<file path="config.mk">
export PLATFORM = sky130hd
export DESIGN_NAME = cache_mem_arbiter
export DESIGN_NICKNAME = d
export VERILOG_FILES = /design/src/rtl/cache_mem_arbiter.sv
export SDC_FILE = /design/constraint.sdc
export NUM_CORES = 1
export LEC_CHECK = 0
export ABC_AREA = 0
export CAP_MARGIN = 20
export CORE_ASPECT_RATIO = 1.25
export CORE_MARGIN = 3
export CORE_UTILIZATION = 32
export DETAILED_ROUTE_END_ITERATION = 16
export GPL_ROUTABILITY_DRIVEN = 0
export PLACE_DENSITY_LB_ADDON = 0.3
export SLEW_MARGIN = 20
export SYNTH_ARGS = -nofsm -noshare
export SYNTH_HDL_FRONTEND = slang
export SYNTH_SLANG_ARGS = --single-unit
</file>
<file path="constraint.sdc">
create_clock -name clk -period 2.52 [get_ports clk]
set_clock_uncertainty 0.05 [all_clocks]
set_input_delay 0.504 -clock clk [delete_from_list [all_inputs] [get_ports clk]]
set_output_delay 0.504 -clock clk [all_outputs]
set_load 0.03 [all_outputs]
</file>
<file path="src/rtl/cache_mem_arbiter.sv">
// Shares one multi-cycle main memory among I-cache fills, D-cache fills and D-cache stores.
// Optional CACHE_ARB_RR_EN: round-robin between I and D sides instead of fixed D-first priority.
module cache_mem_arbiter #(
  parameter int unsigned ADDR_W = 16,
  parameter int unsigned WORDS  = 8
) (
  input  logic                     clk,
  input  logic                     rst_n,
  input  logic                     i_req,
  input  logic [ADDR_W-1:0]        i_addr,
  input  logic                     d_req,
  input  logic [ADDR_W-1:0]        d_addr,
  input  logic                     d_wr,
  input  logic [ADDR_W-1:0]        d_wr_addr,
  input  logic [15:0]              d_wr_data,
  output logic                     mem_en,
  output logic                     mem_we,
  output logic [ADDR_W-1:0]        mem_addr,
  output logic [15:0]              mem_wdata,
  input  logic [15:0]              mem_rdata,
  input  logic                     mem_rvalid,
  output logic [15:0]              fill_data,
  output logic [$clog2(WORDS)-1:0] fill_word,
  output logic                     i_fill_we,
  output logic                     d_fill_we,
  output logic                     i_done,
  output logic                     d_done,
  output logic                     d_wr_ack,
  output logic                     i_busy,
  output logic                     d_busy
);

  localparam int unsigned WW = $clog2(WORDS);
  localparam logic [ADDR_W-1:0] BaseMask = ~ADDR_W'(2 * WORDS - 1);
  localparam logic [WW-1:0] LastWord = WW'(WORDS - 1);

  typedef enum logic [1:0] {StIdle, StIFill, StDFill, StDWrite} state_e;

  state_e            state_q, state_d;
  logic [ADDR_W-1:0] base_q, base_d;
  logic [WW-1:0]     iss_q, iss_d;
  logic              iss_all_q, iss_all_d;
  logic [WW-1:0]     rcv_q, rcv_d;
  logic              pend_d, grant_d;

  assign pend_d    = d_wr | d_req;
  assign fill_data = mem_rdata;

`ifdef CACHE_ARB_RR_EN
  // Set when the D side won the last grant; the I side is then favoured on a tie.
  logic last_d_q, last_d_d;

  assign grant_d = pend_d & (~i_req | ~last_d_q);

  always_comb begin
    last_d_d = last_d_q;
    if (state_q == StIdle && (pend_d || i_req)) begin
      last_d_d = grant_d;
    end
  end

  always_ff @(posedge clk) begin
    if (!rst_n) begin
      last_d_q <= 1'b0;
    end else begin
      last_d_q <= last_d_d;
    end
  end
`else
  assign grant_d = pend_d;
`endif

  always_ff @(posedge clk) begin
    if (!rst_n) begin
      state_q   <= StIdle;
      base_q    <= '0;
      iss_q     <= '0;
      iss_all_q <= 1'b0;
      rcv_q     <= '0;
    end else begin
      state_q   <= state_d;
      base_q    <= base_d;
      iss_q     <= iss_d;
      iss_all_q <= iss_all_d;
      rcv_q     <= rcv_d;
    end
  end

  always_comb begin
    state_d   = state_q;
    base_d    = base_q;
    iss_d     = iss_q;
    iss_all_d = iss_all_q;
    rcv_d     = rcv_q;
    mem_en    = 1'b0;
    mem_we    = 1'b0;
    mem_addr  = '0;
    mem_wdata = '0;
    fill_word = '0;
    i_fill_we = 1'b0;
    d_fill_we = 1'b0;
    i_done    = 1'b0;
    d_done    = 1'b0;
    d_wr_ack  = 1'b0;

    case (state_q)
      StIdle: begin
        iss_d     = '0;
        iss_all_d = 1'b0;
        rcv_d     = '0;
        if (grant_d) begin
          if (d_wr) begin
            state_d = StDWrite;
          end else begin
            state_d = StDFill;
            base_d  = d_addr & BaseMask;
          end
        end else if (i_req) begin
          state_d = StIFill;
          base_d  = i_addr & BaseMask;
        end
      end

      StIFill, StDFill: begin
        if (!iss_all_q) begin
          mem_en   = 1'b1;
          mem_addr = base_q + ADDR_W'({iss_q, 1'b0});
          iss_d    = iss_q + WW'(1);
          if (iss_q == LastWord) begin
            iss_all_d = 1'b1;
          end
        end
        if (mem_rvalid) begin
          fill_word = rcv_q;
          i_fill_we = (state_q == StIFill);
          d_fill_we = (state_q == StDFill);
          if (rcv_q == LastWord) begin
            i_done    = (state_q == StIFill);
            d_done    = (state_q == StDFill);
            state_d   = StIdle;
            rcv_d     = '0;
            iss_d     = '0;
            iss_all_d = 1'b0;
          end else begin
            rcv_d = rcv_q + WW'(1);
          end
        end
      end

      StDWrite: begin
        mem_en    = 1'b1;
        mem_we    = 1'b1;
        mem_addr  = d_wr_addr;
        mem_wdata = d_wr_data;
        d_wr_ack  = 1'b1;
        state_d   = StIdle;
      end

      default: state_d = StIdle;
    endcase

    i_busy = i_req & ~i_done;
    d_busy = (d_req & ~d_done) | (d_wr & ~d_wr_ack);
  end

endmodule
</file>
After elaboration in Yosys (flattened, before gate mapping)
Cells that the tools add are included.

cells by class
  order comparisons = 0
  shifts and indexed selects = 0
  bitwise logic cells = 8
  multipliers = 0
  divide/modulo/power cells = 0
  eq/ne operators = 9
  mux-type cells = 39
  $add $sub $neg = 3
  reductions and logical operators = 7

operator list
  cell                                                             count
  16-bit two-way mux                                               5
  16-bit one-hot mux with 2 select lines                           1
  3-bit two-way mux                                                7
  1-bit two-way mux                                                17
  16-bit by 4-bit adder with 16-bit output                         1
  3-bit one-hot mux with 2 select lines                            2
  2-bit two-way mux                                                4
  3-bit by 1-bit adder with 3-bit output, second input constant    2
  3-bit == test, second input constant                             2
  2-bit inequality test, second input constant                     3
  2-bit one-hot mux with 3 select lines                            1
  3-bit AND reduction                                              2
  2-bit == test, second input constant                             2
  1-bit one-hot mux with 2 select lines                            2
  2-bit nonzero test                                               2
  1-bit AND                                                        3
  3-bit inequality test, second input constant                     1
  1-bit inverter                                                   3
  2-bit by 1-bit == test with 1-bit output, second input constant  1
  2-bit zero test                                                  1
  1-bit OR                                                         2
  2-bit AND reduction                                              1
  2-bit OR reduction                                               1

word-level totals
  bits in read-only memories = 0
  word-level logic and storage cells = 71
  register bits = 25
  output and inout bits = 60
  bits of input ports = 86
  bits in latches = 0
  memory bits (writable) = 0
  memories kept = 0

Longest topological paths before layout
  depth in word-level cells = 7
  gate-level depth with buffers = 7
  mapped depth without buffers = 5

Worst setup path before layout
OpenSTA, ideal clock, no wires.

  path type = reg-to-output
  from = register state_q[0]
  to = output d_busy
  arrival time = 2001 ps
  setup slack = -35 ps
  cell stages (with the launch flop) = 7
  path buffers = 1
  data required time = 1966 ps
  path through = dfxtp_1 > inv_1 > ha_1 > clkbuf_2 > and3_1 > and2_1 > o22ai_1

on the way
  cells in the longest elaborated chain, start to end = 7
  elaborated cells on any way between the ends = 13

RTL lines
  what                    RTL line  source
  start, declared         39        state_e state_q, state_d;
  start signal, assigned  75        state_q <= StIdle;
  start signal, assigned  81        state_q <= state_d;
  2-bit == test           106, 139
  1-bit two-way mux       137       if (rcv_q == LastWord) begin
  1-bit two-way mux       133       if (mem_rvalid) begin
  1-bit two-way mux (*)   106       case (state_q)
  named net d_done        27        output logic d_done,
  1-bit inverter (*)      163       d_busy = (d_req & ~d_done) | (d_wr & ~d_wr_ack);
  1-bit AND (*)           163
  1-bit OR (*)            163
  end, declared           30        output logic d_busy

Mark *: on every way through the listed nets, which the timed path passes. The rest lies on a longest branch.

Worst setup path after layout
  from = input mem_rvalid
  to = output i_fill_we

on the way
  cells in the longest elaborated chain, start to end = 2

RTL lines
  what               RTL line  source
  start, declared    21        input logic mem_rvalid,
  1-bit two-way mux  133
  1-bit two-way mux  106
  end, declared      24        output logic i_fill_we,

No other way between the ends.

==> metrics.md <==
| Metric | Value |
|---|---|
| Status | `complete, no violations` |
| Clock buffer depth | `2` |
| Setup TNS | `0 ps` |
| Post-synthesis sequential area ratio | `approximately a quarter` |
| Final worst slack | `around 77 ps` |
| Min Tclk post-route | `about 2400 ps` |
| Cells after Synth | `210` |
| Die footprint | `6130 um^2` |
| Highest clock rate | `0.409 GHz` |
| Reg-to-Reg Start | `state_q[0]$_SDFFE_PN0P_` |
| Startpoint Class | `input port` |
| Global Route Usage Sum | `15.8%` |
| Final hold vios | `0` |
| CP max-delay cell | `clkdlybuf4s50_1` |
| Slew HR | `57.6%` |
| Adder-cell share of the synthesized area | `8.24%` |
| Hold Path Origin | `state_q[1]$_SDFFE_PN0P_` |
| Drt total wl | `between 5 and 6 mm` |
| Top_reg_cell synth | `dfxtp_1` |
| Final Max Tran Viols | `0` |
| Post-synthesis compound-gate area fraction | `29.2%` |
| Critical path launch point | `mem_rvalid` |
| Total Power | `2.11 mW` |
| Worst Setup End Kind | `output pin` |
| Met2 Wirelength | `between 2 and 3 mm` |
| Multiplexer share of the synthesized area | `approximately 2.4%` |
| Nets@finish | `395` |
| Port bufs | `around 110` |
| Layout cell share with drive strength beyond 1 | `23.2%` |
| Worst path arrival time | `around 1900 ps` |
| Pre-CTS setup slack | `30.2 ps` |
| Placed Cells | `approximately 350` |
| PD cells | `between 800 and 900 nW/um^2` |
| Required @ worst endpoint | `just under 2000 ps` |
| Clock Tree Root | `clkbuf_8` |
| Setup violations, final | `0` |
| Post-cts hold buffer count | `0` |
| Async SR Flop Fraction | `0%` |
| Top-level I/O count | `146` |
| Worst-Margin Slew | `around 630 ps` |
| Metal-1 WL | `roughly 2 mm` |
| WP buf/inv | `2` |
| Most frequent cell after synthesis | `nor2_1` |
| Area Growth Syn to Fin | `58.0%` |
| RSZ-0062 raised after global routing | `false` |
| Number of global-route vias before repair | `1704` |
| WS Path Type | `input port to output pin` |
| Tcrit/Tclk final | `96.9%` |
| First-pass GRT wire length | `7.84 mm` |
| Most frequent cells after synthesis | `nor2_1, dfxtp_1, and2_1` |
| Top delay family on crit path | `buffers and inverters` |
| Metal3 WL | `roughly 430 um` |
| Top post-synthesis cells by area | `dfxtp_1, a311oi_2, buf_4` |
| CP most frequent cell | `clkdlybuf4s50_1` |
| Yosys cell types | `27` |
| Worst Hold Class | `flip-flop to flip-flop` |
| Die Width | `~71 um` |
| Leakage power | `~1.1 nW` |
| Cell Rows | `28` |
| Crit-path max FO | `8` |
| Final Non-Filler Cells | `approximately 360` |
| Synth Register Bits | `21` |
| Num CTS Buffers | `3` |
| Syn Nets | `307` |
| WL/cell | `14.1 um` |
| Largest family of logic cells by synthesized area | `compound AO/OA/AOI/OAI gates` |
| Max cap viols | `0` |
| CTS Sinks | `21` |
| Post-synth EDFFs | `0` |
| Layout Utilization | `between 50% and 60%` |
| Detail Route Antenna Nets | `0` |
| DR pass1 iterations | `4` |
| Leading area contributor after synthesis | `dfxtp_1` |
| Post-Syn Area per Cell | `a little under 8 um^2` |
| Routed via count | `between 1500 and 2000` |
| Pin count of the biggest net entering global routing | `24` |
| Clock transition at path regs | `80 ps` |
| Initial antenna violation count | `0` |
| Area share of xor/xnor cells in the synthesized design | `0%` |
| Initial Utilization | `roughly a third` |
| Post-synthesis simple-gate area fraction | `a little over a fifth` |
| DRC | `0` |
| Hpwl dp | `about 4 mm` |
| GRT overflow | `0` |
| TritonCTS clock tree | `built` |
| ANT cells | `0` |
| Worst path max stage delay | `660 ps` |
| Max VDD drop | `approximately 0.35 mV` |
| # fillers | `about 480` |
| Worst path cell trace | `clkdlybuf4s50_1 > and2_1 > clkdlybuf4s50_1` |
| 1st-iter DRT viols | `35` |
| # H-tree levels | `1` |
| Core area | `between 4000 and 5000 um^2` |
| Area share of the largest cell type after synthesis | `about a quarter` |
| Post-synthesis cell area | `1670 um^2` |
| Synth warn | `0` |
| Drt via density | `~5.0` |
| Die Height | `slightly below 90 um` |
| Clock Latency Late Sink | `about 260 ps` |
| Max Used Layer | `met4` |
[timing repair]
action	4_1_cts	5_1_grt
setup buffers	0	2
resized for setup	8	1
setup endpoints to repair	15	11
[report_power, final]
group / internal [mW] / switching [mW]
combinational: 0.636 / 0.771
clock: 0.113 / 0.113
sequential: 0.415 / 0.0631
[sequential cells by signal, indices dropped and copies added, names as in the netlist]
| register | cells |
|---|---|
| base_q | 12 |
| iss_all_q | 1 |
| iss_q | 3 |
| rcv_q | 3 |
| state_q | 2 |
[worst reg2reg max path, stage by stage (launching register included)]
cell and delay, ps:
dfxtp_2 360, inv_1 140, ha_1 280, buf_4 250, nor2b_4 360, and2_4 330, a311oi_2 120
[layer usage]
metal  track usage [%]  vias up
li1                  -      898
met1              16.7      785
met2              30.0       81
met3              3.94        7
met4              5.64        0
met5                 0        -
[worst paths after layout]
path                                   to  slack, ps  cells after the start
setup / recovery                i_fill_we         80                      3
hold / removal    state_q[1]$_SDFFE_PN0P_        450                      2
setup reg to reg  base_q[13]$_SDFFE_PN0P_        500                      6
hold reg to reg   state_q[1]$_SDFFE_PN0P_        450                      2
[cell usage in the layout (no fill, tap or decap), types with 4 or more instances in the layout]
cell type	n
clkdlybuf4s50_1	62
buf_4	47
nor2_1	25
and2_1	20
dfxtp_1	19
a22oi_1	18
nand2_1	16
o21ai_0	15
a21oi_1	15
a311oi_2	10
ha_1	10
inv_1	7
and3_1	5
mux2i_1	4
dlygate4sd2_1	4
[per-stage QoR]
step | hold WS [ps] | cell area, um^2
after floorplan | 420 | 1680
after global placement | 440 | 2570
after detailed placement | 448 | 2570
after CTS | 451 | 2610
after global routing | 473 | 2640
final | 451 | 2640
[layout make-up]
| cell class | instances | area [um^2] | share of cell area (%) |
|---|---|---|---|
| Multi-Input combinational cell | 151 | 1040 | 39.5 |
| Timing Repair Buffer | 114 | 1030 | 39.0 |
| Sequential cell | 21 | 423 | 16.0 |
| Tap cell | 60 | 75.1 | 2.84 |
| Clock buffer | 4 | 45.0 | 1.71 |
| Inverter | 7 | 26.3 | 0.996 |
[cells by family after synthesis]
group	Yosys count
adders and majority gates	11
AOI/OAI and AO/OA	65
DFF	21
buffers and inverters	38
muxes	4
and+or+nand+nor	71
Power figures use the tool's default switching activity.
